File: config.mk
export PLATFORM = sky130hd
export DESIGN_NAME = dual_issue_ctrl
export DESIGN_NICKNAME = d
export VERILOG_FILES = /design/src/rtl/dual_issue_ctrl_pkg.sv /design/src/rtl/dual_issue_ctrl_hazard_match.sv /design/src/rtl/dual_issue_ctrl.sv
export SDC_FILE = /design/constraint.sdc
export NUM_CORES = 1
export LEC_CHECK = 0
export ABC_AREA = 0
export CORE_MARGIN = 2
export CORE_UTILIZATION = 44
export DETAILED_ROUTE_END_ITERATION = 8
export GPL_TIMING_DRIVEN = 0
export PLACE_DENSITY = 0.84
export REMOVE_ABC_BUFFERS = 1
export SLEW_MARGIN = 20
export SYNTH_ARGS = -nofsm -noshare
export SYNTH_HDL_FRONTEND = slang
export SYNTH_SLANG_ARGS = --single-unit
File: constraint.sdc
create_clock -name clk -period 3.01 [get_ports clk]
set_input_delay 0.602 -clock clk [delete_from_list [all_inputs] [get_ports clk]]
set_output_delay 0.602 -clock clk [all_outputs]
set_load 0.02 [all_outputs]
File: src/rtl/dual_issue_ctrl_pkg.sv
// Shared constants for the dual-issue pairing controller: state encoding,
// register-index width and the hard-wired zero register.
package dual_issue_ctrl_pkg;

    localparam int unsigned REG_W = 5;

    // Controller states
    localparam logic [0:0] ST_PAIR  = 1'b0;  // first or only cycle of a pair
    localparam logic [0:0] ST_SPLIT = 1'b1;  // slot 1 issued, slot 2 pending

    localparam logic [REG_W-1:0] ZERO_REG = '0;

endpackage

File: src/rtl/dual_issue_ctrl_hazard_match.sv
// Load-use match of a single source register against the two EX-stage load
// destinations. Register 0 and unused sources never match.
module dual_issue_ctrl_hazard_match
    import dual_issue_ctrl_pkg::*;
#(
    parameter int unsigned REG_W = dual_issue_ctrl_pkg::REG_W
) (
    input  logic [REG_W-1:0] src,
    input  logic             use_src,
    input  logic             ex_load1,
    input  logic [REG_W-1:0] ex_dst1,
    input  logic             ex_load2,
    input  logic [REG_W-1:0] ex_dst2,
    output logic             hit
);

    logic live;

    // A source is live only when it is actually read and is not r0
    always_comb begin
        live = use_src && (src != REG_W'(ZERO_REG));
        hit  = live && ((ex_load1 && (src == ex_dst1)) || (ex_load2 && (src == ex_dst2)));
    end

endmodule

File: src/rtl/dual_issue_ctrl.sv
// Issue-pairing and hazard controller beside the IF->ID1 register. Decides each
// cycle between dual issue, split issue over two cycles, load-use stall or
// redirect squash, and keeps saturating counts of split and load-use cycles.
module dual_issue_ctrl
    import dual_issue_ctrl_pkg::*;
#(
    parameter int unsigned REG_W = dual_issue_ctrl_pkg::REG_W,
    parameter int unsigned CNT_W = 16
) (
    input  logic             clk,
    input  logic             reset,
    input  logic             pair_valid,
    input  logic [REG_W-1:0] s1_dst,
    input  logic [REG_W-1:0] s2_dst,
    input  logic             s1_wr,
    input  logic             s2_wr,
    input  logic [REG_W-1:0] s1_rs,
    input  logic [REG_W-1:0] s1_rt,
    input  logic [REG_W-1:0] s2_rs,
    input  logic [REG_W-1:0] s2_rt,
    input  logic             s1_use_rs,
    input  logic             s1_use_rt,
    input  logic             s2_use_rs,
    input  logic             s2_use_rt,
    input  logic             s1_mem,
    input  logic             s2_mem,
    input  logic             s1_ctrl,
    input  logic             s2_ctrl,
    input  logic             ex_load1,
    input  logic             ex_load2,
    input  logic [REG_W-1:0] ex_dst1,
    input  logic [REG_W-1:0] ex_dst2,
    input  logic             redirect_J,
    input  logic             redirect_JR,
    input  logic             redirect_B,
    output logic             stall_outer,
    output logic             stall_pc,
    output logic             flush_ifid,
    output logic             issue1,
    output logic             issue2,
    output logic [CNT_W-1:0] split_cnt,
    output logic [CNT_W-1:0] luse_cnt
);

    logic [0:0]       state_q, state_d;
    logic [CNT_W-1:0] split_cnt_q, split_cnt_d;
    logic [CNT_W-1:0] luse_cnt_q, luse_cnt_d;
    logic             split_inc, luse_inc;
    logic [3:0]       src_hit;
    logic             luse_s1, luse_s2;
    logic             raw, waw, intra, redirect;

    logic [REG_W-1:0] src_vec [4];
    logic             use_vec [4];

    // Order: s1_rs, s1_rt, s2_rs, s2_rt
    always_comb begin
        src_vec[0] = s1_rs;
        src_vec[1] = s1_rt;
        src_vec[2] = s2_rs;
        src_vec[3] = s2_rt;
        use_vec[0] = s1_use_rs;
        use_vec[1] = s1_use_rt;
        use_vec[2] = s2_use_rs;
        use_vec[3] = s2_use_rt;
    end

    for (genvar i = 0; i < 4; i++) begin : g_match
        dual_issue_ctrl_hazard_match #(
            .REG_W (REG_W)
        ) u_hazard_match (
            .src      (src_vec[i]),
            .use_src  (use_vec[i]),
            .ex_load1 (ex_load1),
            .ex_dst1  (ex_dst1),
            .ex_load2 (ex_load2),
            .ex_dst2  (ex_dst2),
            .hit      (src_hit[i])
        );
    end

    // Hazard classification: load-use per slot and intra-pair conflicts
    always_comb begin
        luse_s1  = src_hit[0] | src_hit[1];
        luse_s2  = src_hit[2] | src_hit[3];
        raw      = s1_wr && (s1_dst != REG_W'(ZERO_REG)) &&
                   ((s2_use_rs && (s2_rs == s1_dst)) || (s2_use_rt && (s2_rt == s1_dst)));
        waw      = s1_wr && s2_wr && (s1_dst != REG_W'(ZERO_REG)) && (s1_dst == s2_dst);
        intra    = raw || waw || (s1_mem && s2_mem) || (s1_ctrl && s2_ctrl);
        redirect = redirect_J || redirect_JR || redirect_B;
    end

    // Issue decision and next state; priority reset > redirect > load-use > split
    always_comb begin
        stall_outer = 1'b0;
        stall_pc    = 1'b0;
        flush_ifid  = 1'b0;
        issue1      = 1'b0;
        issue2      = 1'b0;
        split_inc   = 1'b0;
        luse_inc    = 1'b0;
        state_d     = state_q;
        if (reset) begin
            state_d = ST_PAIR;
        end else if (redirect) begin
            // Squash the pair; any pending slot 2 is dropped
            flush_ifid = 1'b1;
            state_d    = ST_PAIR;
        end else if (state_q == ST_PAIR) begin
            if (pair_valid) begin
                if (luse_s1 || luse_s2) begin
                    stall_outer = 1'b1;
                    stall_pc    = 1'b1;
                    luse_inc    = 1'b1;
                end else if (intra) begin
                    issue1      = 1'b1;
                    stall_outer = 1'b1;
                    stall_pc    = 1'b1;
                    split_inc   = 1'b1;
                    state_d     = ST_SPLIT;
                end else begin
                    issue1 = 1'b1;
                    issue2 = 1'b1;
                end
            end
        end else begin
            // Slot 1 already left; only slot 2 sources matter here
            if (luse_s2) begin
                stall_outer = 1'b1;
                stall_pc    = 1'b1;
                luse_inc    = 1'b1;
            end else begin
                issue2  = 1'b1;
                state_d = ST_PAIR;
            end
        end
    end

    // Saturating counter next values
    always_comb begin
        split_cnt_d = split_cnt_q;
        luse_cnt_d  = luse_cnt_q;
        if (split_inc && (split_cnt_q != '1)) begin
            split_cnt_d = split_cnt_q + CNT_W'(1);
        end
        if (luse_inc && (luse_cnt_q != '1)) begin
            luse_cnt_d = luse_cnt_q + CNT_W'(1);
        end
    end

    // State and counter registers
    always_ff @(posedge clk or posedge reset) begin
        if (reset) begin
            state_q     <= ST_PAIR;
            split_cnt_q <= '0;
            luse_cnt_q  <= '0;
        end else begin
            state_q     <= state_d;
            split_cnt_q <= split_cnt_d;
            luse_cnt_q  <= luse_cnt_d;
        end
    end

    assign split_cnt = split_cnt_q;
    assign luse_cnt  = luse_cnt_q;

endmodule

# [Yosys cells after proc, flatten, opt, wreduce, memory -nomap -nowiden]
# Index checks and enable logic that the tools add are counted.
[word_totals] regBits=33 inputBits=58 out_inout_bits=37 word_cells=97
[op_classes] addsub=2 n_eq_ne=13 muxes=34 bitwise=2 reduce_logical=43
[op_table] operator="$eq A5 B5 Y1" n=11
[op_table] operator="$mux W1" n=34
[op_table] operator="$add A16 B1 Y16 const B" n=2
[op_table] operator="$ne A16 B16 Y1 const B" n=2
[op_table] operator="$logic_and A1 B1 Y1" n=27
[op_table] operator="$reduce_bool A5 Y1" n=5
[op_table] operator="$logic_or A1 B1 Y1" n=11
[op_table] operator="$or A1 B1 Y1" n=2

# [Logic depth before layout (Yosys ltp)]
[depth] ltp_word=14 depth_mapped=10 ltp_nobuf=7

# [Modules after synthesis]
# Synthesis repeated with hierarchy kept, for this count alone.
[hier_totals] hier_cells=244 area_unflattened_um2=2457.4
[modules_own_cells] module="dual_issue_ctrl" instances=1 cells_per_inst=176 area_each_um2=1921.8 seq_area_each_um2=825.8
[modules_own_cells] module="dual_issue_ctrl_hazard_match" instances=4 cells_per_inst=17 area_each_um2=133.9 seq_area_each_um2=0.0

# [Worst setup path before layout]
# No wires, ideal clock.
[synth_path] path_kind="input to output" startpoint="input port reset" endpoint="output port stall_pc" arrival_time_ps=2214 required_time_ps=2408 slack_ps=194 cell_stages=4 n_path_buf=1 path_cell_list="inv_1 > o211ai_1 > a21oi_1 > buf_4"
[synth_between] elab_chain_len=1
[synth_lines] element="start, declared" line_no="dual_issue_ctrl.sv:11" rtl="input logic reset,"
[synth_lines] element="$mux W1"
[synth_lines] element="end, declared" line_no="dual_issue_ctrl.sv:37" rtl="output logic stall_pc,"
# Every way passes these cells.

# [Worst setup path in the final report]
[layout_path] startpoint="input port ex_load2" endpoint="output port stall_outer"
[layout_between] elab_chain_len=10
[layout_lines] element="start, declared" line_no="dual_issue_ctrl.sv:30" rtl="input logic ex_load2,"
[layout_lines] element="$logic_and A1 B1 Y1" line_no="dual_issue_ctrl_hazard_match.sv:22" rtl="hit = live && ((ex_load1 && (src == ex_dst1)) || (ex_load2 && (src == ex_dst2)));"
[layout_lines] element="$logic_or A1 B1 Y1" line_no="dual_issue_ctrl_hazard_match.sv:22"
[layout_lines] element="$logic_and A1 B1 Y1" line_no="dual_issue_ctrl_hazard_match.sv:22"
[layout_lines] element="$or A1 B1 Y1 (on tied branches)" line_no="dual_issue_ctrl.sv:84, dual_issue_ctrl.sv:85"
[layout_lines] element="$logic_or A1 B1 Y1" line_no="dual_issue_ctrl.sv:111" rtl="if (luse_s1 || luse_s2) begin"
[layout_lines] element="$mux W1" line_no="dual_issue_ctrl.sv:111"
[layout_lines] element="$mux W1" line_no="dual_issue_ctrl.sv:110" rtl="if (pair_valid) begin"
[layout_lines] element="$mux W1 *" line_no="dual_issue_ctrl.sv:109" rtl="end else if (state_q == ST_PAIR) begin"
[layout_lines] element="$mux W1 *" line_no="dual_issue_ctrl.sv:105" rtl="end else if (redirect) begin"
[layout_lines] element="$mux W1 *" line_no="dual_issue_ctrl.sv:103" rtl="if (reset) begin"
[layout_lines] element="end, declared" line_no="dual_issue_ctrl.sv:36" rtl="output logic stall_outer,"
# Every way passes the cells marked *; elsewhere a longest branch is shown, timed or not.

==> results_dict.tcl <==
set metrics [dict create \
    cp.required_ns 2.41 \
    worst_hold_path.endpoint "luse_cnt[14]$_DFFE_PP0P_" \
    average_via_count_per_standard_cell 5.43 \
    routedWlPerCell_um 15.6 \
    dr.pass1.iters 4 \
    num_rows 27 \
    crit_chain "clkdlybuf4s50_1, nand2_1, o22ai_2, a32oi_4, buf_6, a21o_1, a21oi_2, buf_4" \
    worst_slack_ns 0.104 \
    max_clock_freq_ghz 0.344 \
    p_leak_uw 0.00152 \
    r2r-end "luse_cnt[1]$_DFFE_PP0P_" \
    grt_pass1_wl_mm 10.6 \
    final_common_cell "clkdlybuf4s50_1" \
    drc 0 \
    clock-root-buffer "clkbuf_8" \
    crit_share_post_route_pct 96.6 \
    worstPathMaxFanout 4 \
    htree_num_levels 2 \
    cts_clock_pin_slew_for_the_worst_setup_and_hold_paths_ns 0.06 \
    ys_types 36 \
    critical_path.reg2reg.startpoint "luse_cnt[3]$_DFFE_PP0P_" \
    leading_cell_types_in_the_layout_fill_and_taps_excluded "55 x clkdlybuf4s50_1, 54 x xnor2_1, 33 x dfrtp_1" \
    yosysWarningCount 0 \
    tritoncts_clock_tree "yes" \
    grt_max_degree 36 \
    path_type_of_the_worst_min_delay_path "flip-flop to flip-flop" \
    timing.reg2reg.worst_path_depth 6 \
    worstSetupEndpointType "primary output" \
    post_synth_edffs 0 \
    top_cells_by_area_synth "dfrtp_1 34%, xnor2_1 20%, xor2_1 10%, nand4_1 5.6%, and3_1 5.1%" \
    die_h_um 78.8 \
    worstHoldPathCells 1 \
    core_um2 5440 \
    critPathSlowestCell "clkdlybuf4s50_1" \
    critical_path.startpoint_type "input port" \
    finalNetCount 419 \
    clock_sink_count 33 \
    rsz0062_at_grt "false" \
    most_used_flip_flop_cell_after_synthesis "dfrtp_1" \
    grt_use_total_pct 21.2 \
    global_route.overflow_total 0 \
    floorplan.io_pins 95 \
    first_global_vias 2274 \
    worstSetupPathType "input port to primary output" \
    antenna_found_initial 0 \
    seq_area_frac_synth_pct 33.6 \
    diodes 0 \
    gp_routability_congestion 0.868 \
    placed_cells 420 \
    drt.antenna.violating_nets 0 \
    cts_hold_repair.buffers 0 \
    synthesized_area_divided_by_synthesized_cell_count_um2 9.36 \
    place_worst_setup_slack_ns -0.809 \
    cts-buffers-inserted 5 \
    start_util_pct 45.2 \
    worstHoldStart "luse_cnt[14]$_DFFE_PP0P_" \
    totalNegativeSetupSlack_ns 0 \
    dr.first_iter.drc_count 44 \
    critical_path.max_stage_delay_ns 0.59 \
    synth_top_cell_by_area "dfrtp_1" \
    syn-instance-count 263 \
    hold_violations 0 \
    dpl.hpwl_mm 5.04 \
    syn_area_um2 2460 \
    num_vias 2346 \
    bufs_and_invs_on_worst_path 3 \
    final.min_clock_period_ns 2.91 \
    timing.reg2reg.setup_slack_ns 0.76 \
    skew_ns 0.00216 \
    timing_worst_slew_pin_value_ns 0.689 \
    vdd_ir_drop_max_mv 0.278 \
    later_pin_clock_latency_in_the_skew_report_ns 0.28 \
    setup-violations-final 0 \
    dieWidth_um 78.8 \
    synthToLayoutAreaGrowth_pct 44.8 \
    power.density_nw_per_um2 297 \
    timing.critical_path.max_delay_family "buffers and inverters" \
    synth_async_sr_flop_share_pct 100 \
    die-area_um2 6210 \
    clock_tree.buffer_depth 2 \
    crit_arrival_ns 2.30 \
    synth_top_area_share_pct 33.6 \
    total_wire_length_after_detailed_routing_mm 6.74 \
    finish.cell_count_without_fillers 432 \
    ys_ff_latch 33 \
    portBuffers 94 \
    run_status "complete, no violations" \
    final-max-slew-violation-count 0 \
    drive_above_1_share_pct 7.78 \
    timing.max_cap.violations 0 \
    slew_headroom_pct 53.9 \
]
[how the worst max path moves through the flow]
stage / startpoint / endpoint / slack [ns] / cells after the start
2_1_floorplan: reset / luse_cnt[1]$_DFFE_PP0P_ / 0.12 / 5
3_3_place_gp: reset / luse_cnt[1]$_DFFE_PP0P_ / -1.09 / 6
3_5_place_dp: ex_dst2[3] / stall_outer / -0.81 / 8
4_1_cts: s1_rt[1] / stall_outer / 0.009 / 9
5_1_grt: ex_dst2[0] / stall_outer / 0.007 / 9
6_report: ex_load2 / stall_outer / 0.10 / 8
[power breakdown]
group | switching, µW | internal [µW]
registers | 13.8 | 455
clock network | 150 | 164
logic | 136 | 140
total | 300 | 758
[cell families (layout without fill, tap and decap cells)]
logic type,Yosys count,after routing,share of synthesized area [%]
buffers and inverters,11,108,2.34
XOR/XNOR,83,83,29.5
AND/OR/NAND/NOR,111,111,25.7
AO/OA/AOI/OAI,19,19,6.00
adder cells (fa/ha/maj),2,2,1.02
flip-flops,33,33,33.6
multiplexers,4,4,1.83
[cell usage after synthesis, types with 2 or more instances]
cell and count:
mux2_1 2, and3_1 20, or4_1 4, clkbuf_1 4, dfrtp_1 33, a21oi_1 2
a32oi_1 2, xnor2_1 55, ha_1 2, a31oi_1 2, xor2_1 28, buf_4 4
o21ai_0 3, nor2b_1 3, nand4_1 22, nand2_1 16, and4_1 5, o22ai_1 3
and2_1 6, inv_1 2, nand3_1 15, mux2_2 2, nor4_1 6, nor2_1 8
nor3_1 3
[cell type report]
| class | count | area (µm²) |
|---|---|---|
| Sequential cell | 33 | 826 |
| Timing Repair Buffer | 98 | 925 |
| Multi-Input combinational cell | 219 | 1630 |
| Tap cell | 72 | 90.1 |
| Clock buffer | 8 | 80.1 |
| Inverter | 2 | 12.5 |
| Fill cell | 495 | 1880 |
[what timing repair did]
item / in CTS / in global routing
endpoints found under the setup margin: 21 / 5
setup buffers: 4 / 0
pin swaps: 3 / 5
gates resized for setup: 60 / 13
[stage by stage]
step / utilization, % / area, µm² / total power [µW] / hold WS (ns)
2_1_floorplan: - / 2410 / 600 / 0.589
3_3_place_gp: 63.3 / 3440 / 749 / 0.480
3_5_place_dp: 63.3 / 3440 / 755 / 0.487
4_1_cts: 65.2 / 3550 / 1060 / 0.496
5_1_grt: 65.5 / 3560 / 1110 / 0.524
6_report: 65.5 / 3560 / 1060 / 0.492
[routing by layer]
metal,routed length [µm],part of all wire [%],global-route usage (%),vias to the layer above
met2,3110,46,36.7,101
met3,603,8.9,4.89,9
met1,2940,44,26.9,1100
li1,-,-,-,1136
met5,0,0,0,-
met4,87,1.3,4.91,0
[registers in the layout, summed over array words and instances (netlist names)]
name       flops
luse_cnt      16
split_cnt     16
state_q        1
Power figures use the tool's default switching activity.
